<file path="src/rtl/ps2_pkg.sv">
// Shared types and helpers for the PS/2 frame receiver and related PS/2 blocks.
package ps2_pkg;

    typedef enum logic {
        IDLE = 1'b0,
        RECV = 1'b1
    } ps2_state_t;

    // Start + data + parity + stop.
    function automatic int frame_bits(input int data_bits);
        return data_bits + 3;
    endfunction

    // Odd parity: data ones plus parity bit must be odd, otherwise flag an error.
    function automatic logic odd_parity_fail(input logic data_xor, input logic parity_bit);
        return ~(data_xor ^ parity_bit);
    endfunction

endpackage

</file>
<file path="src/rtl/ps2_sync_edge.sv">
// Synchronises the PS/2 clock and data lines and flags one-cycle falling edges of
// the synced clock. Flops reset to 1 (idle level) so reset never fakes an edge.
module ps2_sync_edge #(
    parameter int SYNC_STAGES = 2
) (
    input  logic clk,
    input  logic rst,
    input  logic ps2_clk_in,
    input  logic ps2_data_in,
    output logic data_sync,
    output logic fe
);

    logic [SYNC_STAGES-1:0] clk_sync_q, clk_sync_d;
    logic [SYNC_STAGES-1:0] data_sync_q, data_sync_d;
    logic                   clk_prev_q, clk_prev_d;

    always_comb begin
        clk_sync_d  = {clk_sync_q[SYNC_STAGES-2:0], ps2_clk_in};
        data_sync_d = {data_sync_q[SYNC_STAGES-2:0], ps2_data_in};
        clk_prev_d  = clk_sync_q[SYNC_STAGES-1];
    end

    always_ff @(posedge clk) begin
        if (rst) begin
            clk_sync_q  <= '1;
            data_sync_q <= '1;
            clk_prev_q  <= 1'b1;
        end else begin
            clk_sync_q  <= clk_sync_d;
            data_sync_q <= data_sync_d;
            clk_prev_q  <= clk_prev_d;
        end
    end

    assign fe        = clk_prev_q & ~clk_sync_q[SYNC_STAGES-1];
    assign data_sync = data_sync_q[SYNC_STAGES-1];

endmodule

</file>
<file path="src/rtl/ps2_frame_receiver.sv">
// PS/2 device-to-host frame receiver with start qualification, odd-parity and stop checks.
// Optional inactivity timeout enabled by defining PS2_FRAME_TIMEOUT_EN.
module ps2_frame_receiver
    import ps2_pkg::*;
#(
    parameter  int DATA_BITS      = 8,
    parameter  int SYNC_STAGES    = 2,
    parameter  int TIMEOUT_CYCLES = 12500,
    localparam int FRAME_BITS     = frame_bits(DATA_BITS),
    localparam int BCW            = $clog2(FRAME_BITS + 1)
) (
    input  logic                 clk,
    input  logic                 rst,
    input  logic                 ps2_clk_in,
    input  logic                 ps2_data_in,
    output logic [DATA_BITS-1:0] frame_data,
    output logic                 frame_valid,
    output logic                 parity_err,
    output logic                 framing_err,
    output logic                 timeout,
    output logic [BCW-1:0]       bit_count,
    output logic                 busy
);

    localparam logic [BCW-1:0] LAST_DATA_IDX = BCW'(DATA_BITS);
    localparam logic [BCW-1:0] PARITY_IDX    = BCW'(DATA_BITS + 1);

    ps2_state_t           state_q, state_d;
    logic [BCW-1:0]       bit_count_q, bit_count_d;
    logic [DATA_BITS-1:0] shift_q, shift_d;
    logic                 parity_q, parity_d;
    logic [DATA_BITS-1:0] frame_data_q, frame_data_d;
    logic                 frame_valid_q, frame_valid_d;
    logic                 parity_err_q, parity_err_d;
    logic                 framing_err_q, framing_err_d;
    logic                 timeout_q, timeout_d;
    logic                 data_s, fe, tmo_hit;

    ps2_sync_edge #(.SYNC_STAGES(SYNC_STAGES)) u_sync_edge (
        .clk        (clk),
        .rst        (rst),
        .ps2_clk_in (ps2_clk_in),
        .ps2_data_in(ps2_data_in),
        .data_sync  (data_s),
        .fe         (fe)
    );

`ifdef PS2_FRAME_TIMEOUT_EN
    localparam int TW = $clog2(TIMEOUT_CYCLES + 1);

    logic [TW-1:0] idle_cnt_q, idle_cnt_d;

    // Counts RECV cycles without an edge; an edge always wins over the abort.
    always_comb begin
        idle_cnt_d = '0;
        tmo_hit    = 1'b0;
        if (state_q == RECV && !fe) begin
            if (idle_cnt_q == TW'(TIMEOUT_CYCLES - 1)) tmo_hit = 1'b1;
            else                                       idle_cnt_d = idle_cnt_q + 1'b1;
        end
    end

    always_ff @(posedge clk) begin
        if (rst) idle_cnt_q <= '0;
        else     idle_cnt_q <= idle_cnt_d;
    end
`else
    logic unused_timeout_cfg;
    assign unused_timeout_cfg = (TIMEOUT_CYCLES == 0);
    assign tmo_hit            = 1'b0;
`endif

    always_comb begin
        state_d       = state_q;
        bit_count_d   = bit_count_q;
        shift_d       = shift_q;
        parity_d      = parity_q;
        frame_data_d  = frame_data_q;
        parity_err_d  = parity_err_q;
        framing_err_d = framing_err_q;
        frame_valid_d = 1'b0;
        timeout_d     = 1'b0;
        case (state_q)
            IDLE: begin
                if (fe && !data_s) begin
                    state_d     = RECV;
                    bit_count_d = BCW'(1);
                end
            end
            RECV: begin
                if (fe) begin
                    if (bit_count_q <= LAST_DATA_IDX) begin
                        shift_d     = {data_s, shift_q[DATA_BITS-1:1]};
                        bit_count_d = bit_count_q + 1'b1;
                    end else if (bit_count_q == PARITY_IDX) begin
                        parity_d    = data_s;
                        bit_count_d = bit_count_q + 1'b1;
                    end else begin
                        frame_data_d  = shift_q;
                        parity_err_d  = odd_parity_fail(^shift_q, parity_q);
                        framing_err_d = ~data_s;
                        frame_valid_d = 1'b1;
                        bit_count_d   = '0;
                        state_d       = IDLE;
                    end
                end else if (tmo_hit) begin
                    timeout_d   = 1'b1;
                    bit_count_d = '0;
                    state_d     = IDLE;
                end
            end
            default: state_d = IDLE;
        endcase
    end

    always_ff @(posedge clk) begin
        if (rst) begin
            state_q       <= IDLE;
            bit_count_q   <= '0;
            shift_q       <= '0;
            parity_q      <= 1'b0;
            frame_data_q  <= '0;
            frame_valid_q <= 1'b0;
            parity_err_q  <= 1'b0;
            framing_err_q <= 1'b0;
            timeout_q     <= 1'b0;
        end else begin
            state_q       <= state_d;
            bit_count_q   <= bit_count_d;
            shift_q       <= shift_d;
            parity_q      <= parity_d;
            frame_data_q  <= frame_data_d;
            frame_valid_q <= frame_valid_d;
            parity_err_q  <= parity_err_d;
            framing_err_q <= framing_err_d;
            timeout_q     <= timeout_d;
        end
    end

    assign frame_data  = frame_data_q;
    assign frame_valid = frame_valid_q;
    assign parity_err  = parity_err_q;
    assign framing_err = framing_err_q;
    assign timeout     = timeout_q;
    assign bit_count   = bit_count_q;
    assign busy        = (state_q == RECV);

endmodule

</file>
<file path="config.mk">
export PLATFORM = sky130hd
export DESIGN_NAME = ps2_frame_receiver
export DESIGN_NICKNAME = d
export VERILOG_FILES = /design/src/rtl/ps2_pkg.sv /design/src/rtl/ps2_sync_edge.sv /design/src/rtl/ps2_frame_receiver.sv
export SDC_FILE = /design/constraint.sdc
export NUM_CORES = 1
export LEC_CHECK = 0
export BUFFER_PORTS_ARGS = -buffer_cell sky130_fd_sc_hd__buf_2
export CAP_MARGIN = 30
export CORE_MARGIN = 4
export CORE_UTILIZATION = 58
export CTS_BUF_LIST = sky130_fd_sc_hd__clkbuf_4 sky130_fd_sc_hd__clkbuf_8 sky130_fd_sc_hd__clkbuf_16
export DETAILED_ROUTE_END_ITERATION = 8
export PLACE_DENSITY = 0.85
export RECOVER_POWER = 100
export SLEW_MARGIN = 5
export SYNTH_ARGS = -nofsm -noshare
export SYNTH_HDL_FRONTEND = slang
export SYNTH_SLANG_ARGS = --single-unit
</file>
<file path="constraint.sdc">
create_clock -name clk -period 2.44 [get_ports clk]
set_input_delay 0.244 -clock clk [delete_from_list [all_inputs] [get_ports clk]]
set_output_delay 0.244 -clock clk [all_outputs]
set_load 0.01 [all_outputs]
</file>
==> metrics.yaml <==
layout:
  drive_gt1_frac: 0.125
  layout.nets: 152
  n_antenna_cell: 0
  syn_to_final_growth_pct: 9.53
  fin_area_mm2: 0.00138
  fillerInstances: 189
synth:
  synthXorXnorAreaFrac: 0.0665
  synth_cells: 125
  yosys.area_share.simple: 0.165
  synth_nets: 132
  yosysSeqAreaShare: 0.477
  synthMuxAreaShare: 0.143
  synth_area_leaders: "dfxtp_1, mux2i_1, nor2_1"
  synth_fa_ha_area_frac: 0.0298
  syn-mean-instance-area_um2: 10.1
  synth_cell_type_count: 32
  synth_area_mm2: 0.00126
  synthDominantCellAreaShare: 0.477
  synth_compound_area_frac: 0.0765
  synth-warning-count: 0
  synth_top_family_by_area: "simple AND/OR/NAND/NOR gates"
  ys_ff_latch: 30
  synth_area_leader_cell: "dfxtp_1"
cts:
  insertion_delay_ns: 0.31
  cts_tree: "done"
  clock_sinks: 30
  cts_hold_buf: 0
  path_clk_slew_ns: 0.08
  h-tree-depth: 2
  cts-root-buf: "clkbuf_4"
  numCtsBuffers: 5
  cts_buffer_depth: 2
  post_cts_resized: 0
  post_cts_buffers: 0
sta:
  max_clock_freq_mhz: 490
  grt_setup_unrepaired: "no"
  skew_ns: 0.00810
  finalSetupTns_ns: 0
  fin_ws_ns: 0.401
  min_period_over_period: 0.836
  min_period_ns: 2.04
  setup_viol_count_final: 0
  slew_viol_final: 0
  tightest_slew_ns: 1.16
  relSlewSlack: 0.225
  fin_hold_ws_ns: 0.114
  hold_viol_final: 0
worst_setup_path:
  slowest_delay_ns: 0.41
  critPathSlowestCell: "dfxtp_1"
  critPathMaxFanout: 12
  crit_arrival_ns: 2.19
  start_kind: "register"
  crit_buf_inv: 1
  required_ns: 2.60
  endpoint_kind: "register"
  critPathTopFamily: "simple AND/OR/NAND/NOR gates"
  path_cells: "inv_1 > ha_1 > o21bai_1 > nand3_2 > mux2i_1 > nor2_1"
  critPathKind: "register to register"
routing:
  drt_wl_total_um: 2170
  routed_via_density: 5.32
  via_count: 909
  wire_per_inst_um: 12.7
  drt_first_iter_violations: 20
  drc: 0
  drtPass1Iterations: 4
  ant_nets: 0
place:
  post-place-ws_ns: 0.610
  routabilityCongestion: 0.787
  dp_hpwl_um: 1490
  placed_area_mm2: 0.00135
  port_buffers: 19
global_route:
  grt_first_pass_wirelength_um: 3690
  gr-total-overflow: 0
  antenna_found_initial: 0
  grt_pass1_vias: 862
  grt_max_degree: 31
  grt_use_total: 0.180
status:
  status: "complete, no violations"
floorplanning:
  ios: 21
  start_util: 0.623
  fp.coreArea_mm2: 0.00202
  die_area_mm2: 0.00298
  rows: 16
  die_h_um: 54.6
  die_w_um: 54.6
min_path:
  hold_path.class: "input pin to register"
pwr:
  leakagePower_nw: 0.575
  powerDensity_mw_per_mm2: 573
  peakVddDrop_uv: 474
flow_run:
  drv_cap: 0
==> flip-flops by register name, indices dropped and copies added (netlist names) <==
| signal | flops |
|---|---|
| frame_data | 8 |
| shift_q | 8 |
| bit_count | 4 |
| u_sync_edge.clk_sync_q | 2 |
| u_sync_edge.data_sync_q | 2 |
| busy | 1 |
| frame_valid | 1 |
| framing_err | 1 |
| parity_err | 1 |
| parity_q | 1 |
| u_sync_edge.clk_prev_q | 1 |
==> cells in the mapped netlist (all sizes together) <==
cell	number
a21oi	5
or2	5
nand3	2
nand2	2
nor3	1
a22oi	2
nor2	26
o21bai	1
and3b	1
buf	3
nor3b	1
o21a	1
o21ai	2
clkbuf	3
xnor3	1
ha	3
nand2b	1
a221oi	1
mux2i	18
xnor2	6
a211oi	1
nand3b	2
dfxtp	30
nor2b	1
conb	1
inv	4
nand4	1
==> worst paths after layout <==
kind	cells past startpoint	from	endpoint	slack, ns
worst max-delay path	6	bit_count[0]	frame_data[0]	0.40
worst min-delay path	2	ps2_clk_in	u_sync_edge.clk_sync_q[0]	0.11
worst max register to register	6	bit_count[0]	frame_data[0]	0.40
worst min register to register	1	u_sync_edge.clk_sync_q[0]	u_sync_edge.clk_sync_q[1]	0.41
==> cells in the final DEF, fill, tap and decap left out <==
cell and n:
or2_2 5, a21oi_4 1, clkbuf_8 1, buf_2 2
nand2_1 2, dfxtp_1 30, clkbuf_1 17, a211oi_1 1
mux2i_1 18, nand3b_1 2, nand3_2 1, o21ai_0 2
nor3_1 1, a21oi_1 4, nand2b_1 1, a221oi_1 1
nand4_1 1, nor2b_1 1, xnor2_1 5, clkbuf_4 5
o21a_1 1, nor3b_1 1, xnor3_2 1, o21bai_1 1
inv_1 4, xnor2_2 1, conb_1 1, nor2_1 26
a22oi_1 2, and3b_2 1, nand3_1 1, ha_1 3
==> cell families after synthesis <==
group,Yosys count
AND/OR/NAND/NOR,43
flip-flops,30
other,1
buffers and inverters,10
multiplexers,18
adder cells (fa/ha/maj),3
XOR/XNOR,7
AO/OA/AOI/OAI,13
==> per-layer routing <==
| metal | vias to the layer above | track usage | routed length, µm |
|---|---|---|---|
| li1 | 454 | - | - |
| met1 | 426 | 0.216 | 985 |
| met2 | 27 | 0.274 | 1010 |
| met3 | 2 | 0.0736 | 154 |
| met4 | 0 | 0.0913 | 13 |
| met5 | - | 0 | 0 |
==> per-stage QoR <==
stage / util / total power [W] / cells
after floorplan: - / 0.000521 / 125
after global placement: 0.670 / 0.000525 / 165
after global routing: 0.683 / 0.000832 / 171
after detailed placement: 0.670 / 0.000525 / 165
after CTS: 0.695 / 0.000807 / 171
final: 0.683 / 0.000791 / 171
==> final cells by class <==
class,instances,area (µm²),area share
repair buffers,19,73.8,0.0535
flip-flops and latches,30,601,0.435
multi-input cells,85,606,0.439
well taps,27,33.8,0.0245
clock buffers,6,51.3,0.0372
inverters,4,15.0,0.0109
==> where the power goes <==
part / switching, W / internal [W] / leakage [nW]
Clock: 0.000148 / 0.000130 / 0.0302
Sequential: 0.00000254 / 0.000493 / 0.243
Combinational: 0.0000118 / 0.00000598 / 0.302
Total: 0.000162 / 0.000629 / 0.575
Power figures use the tool's default switching activity.
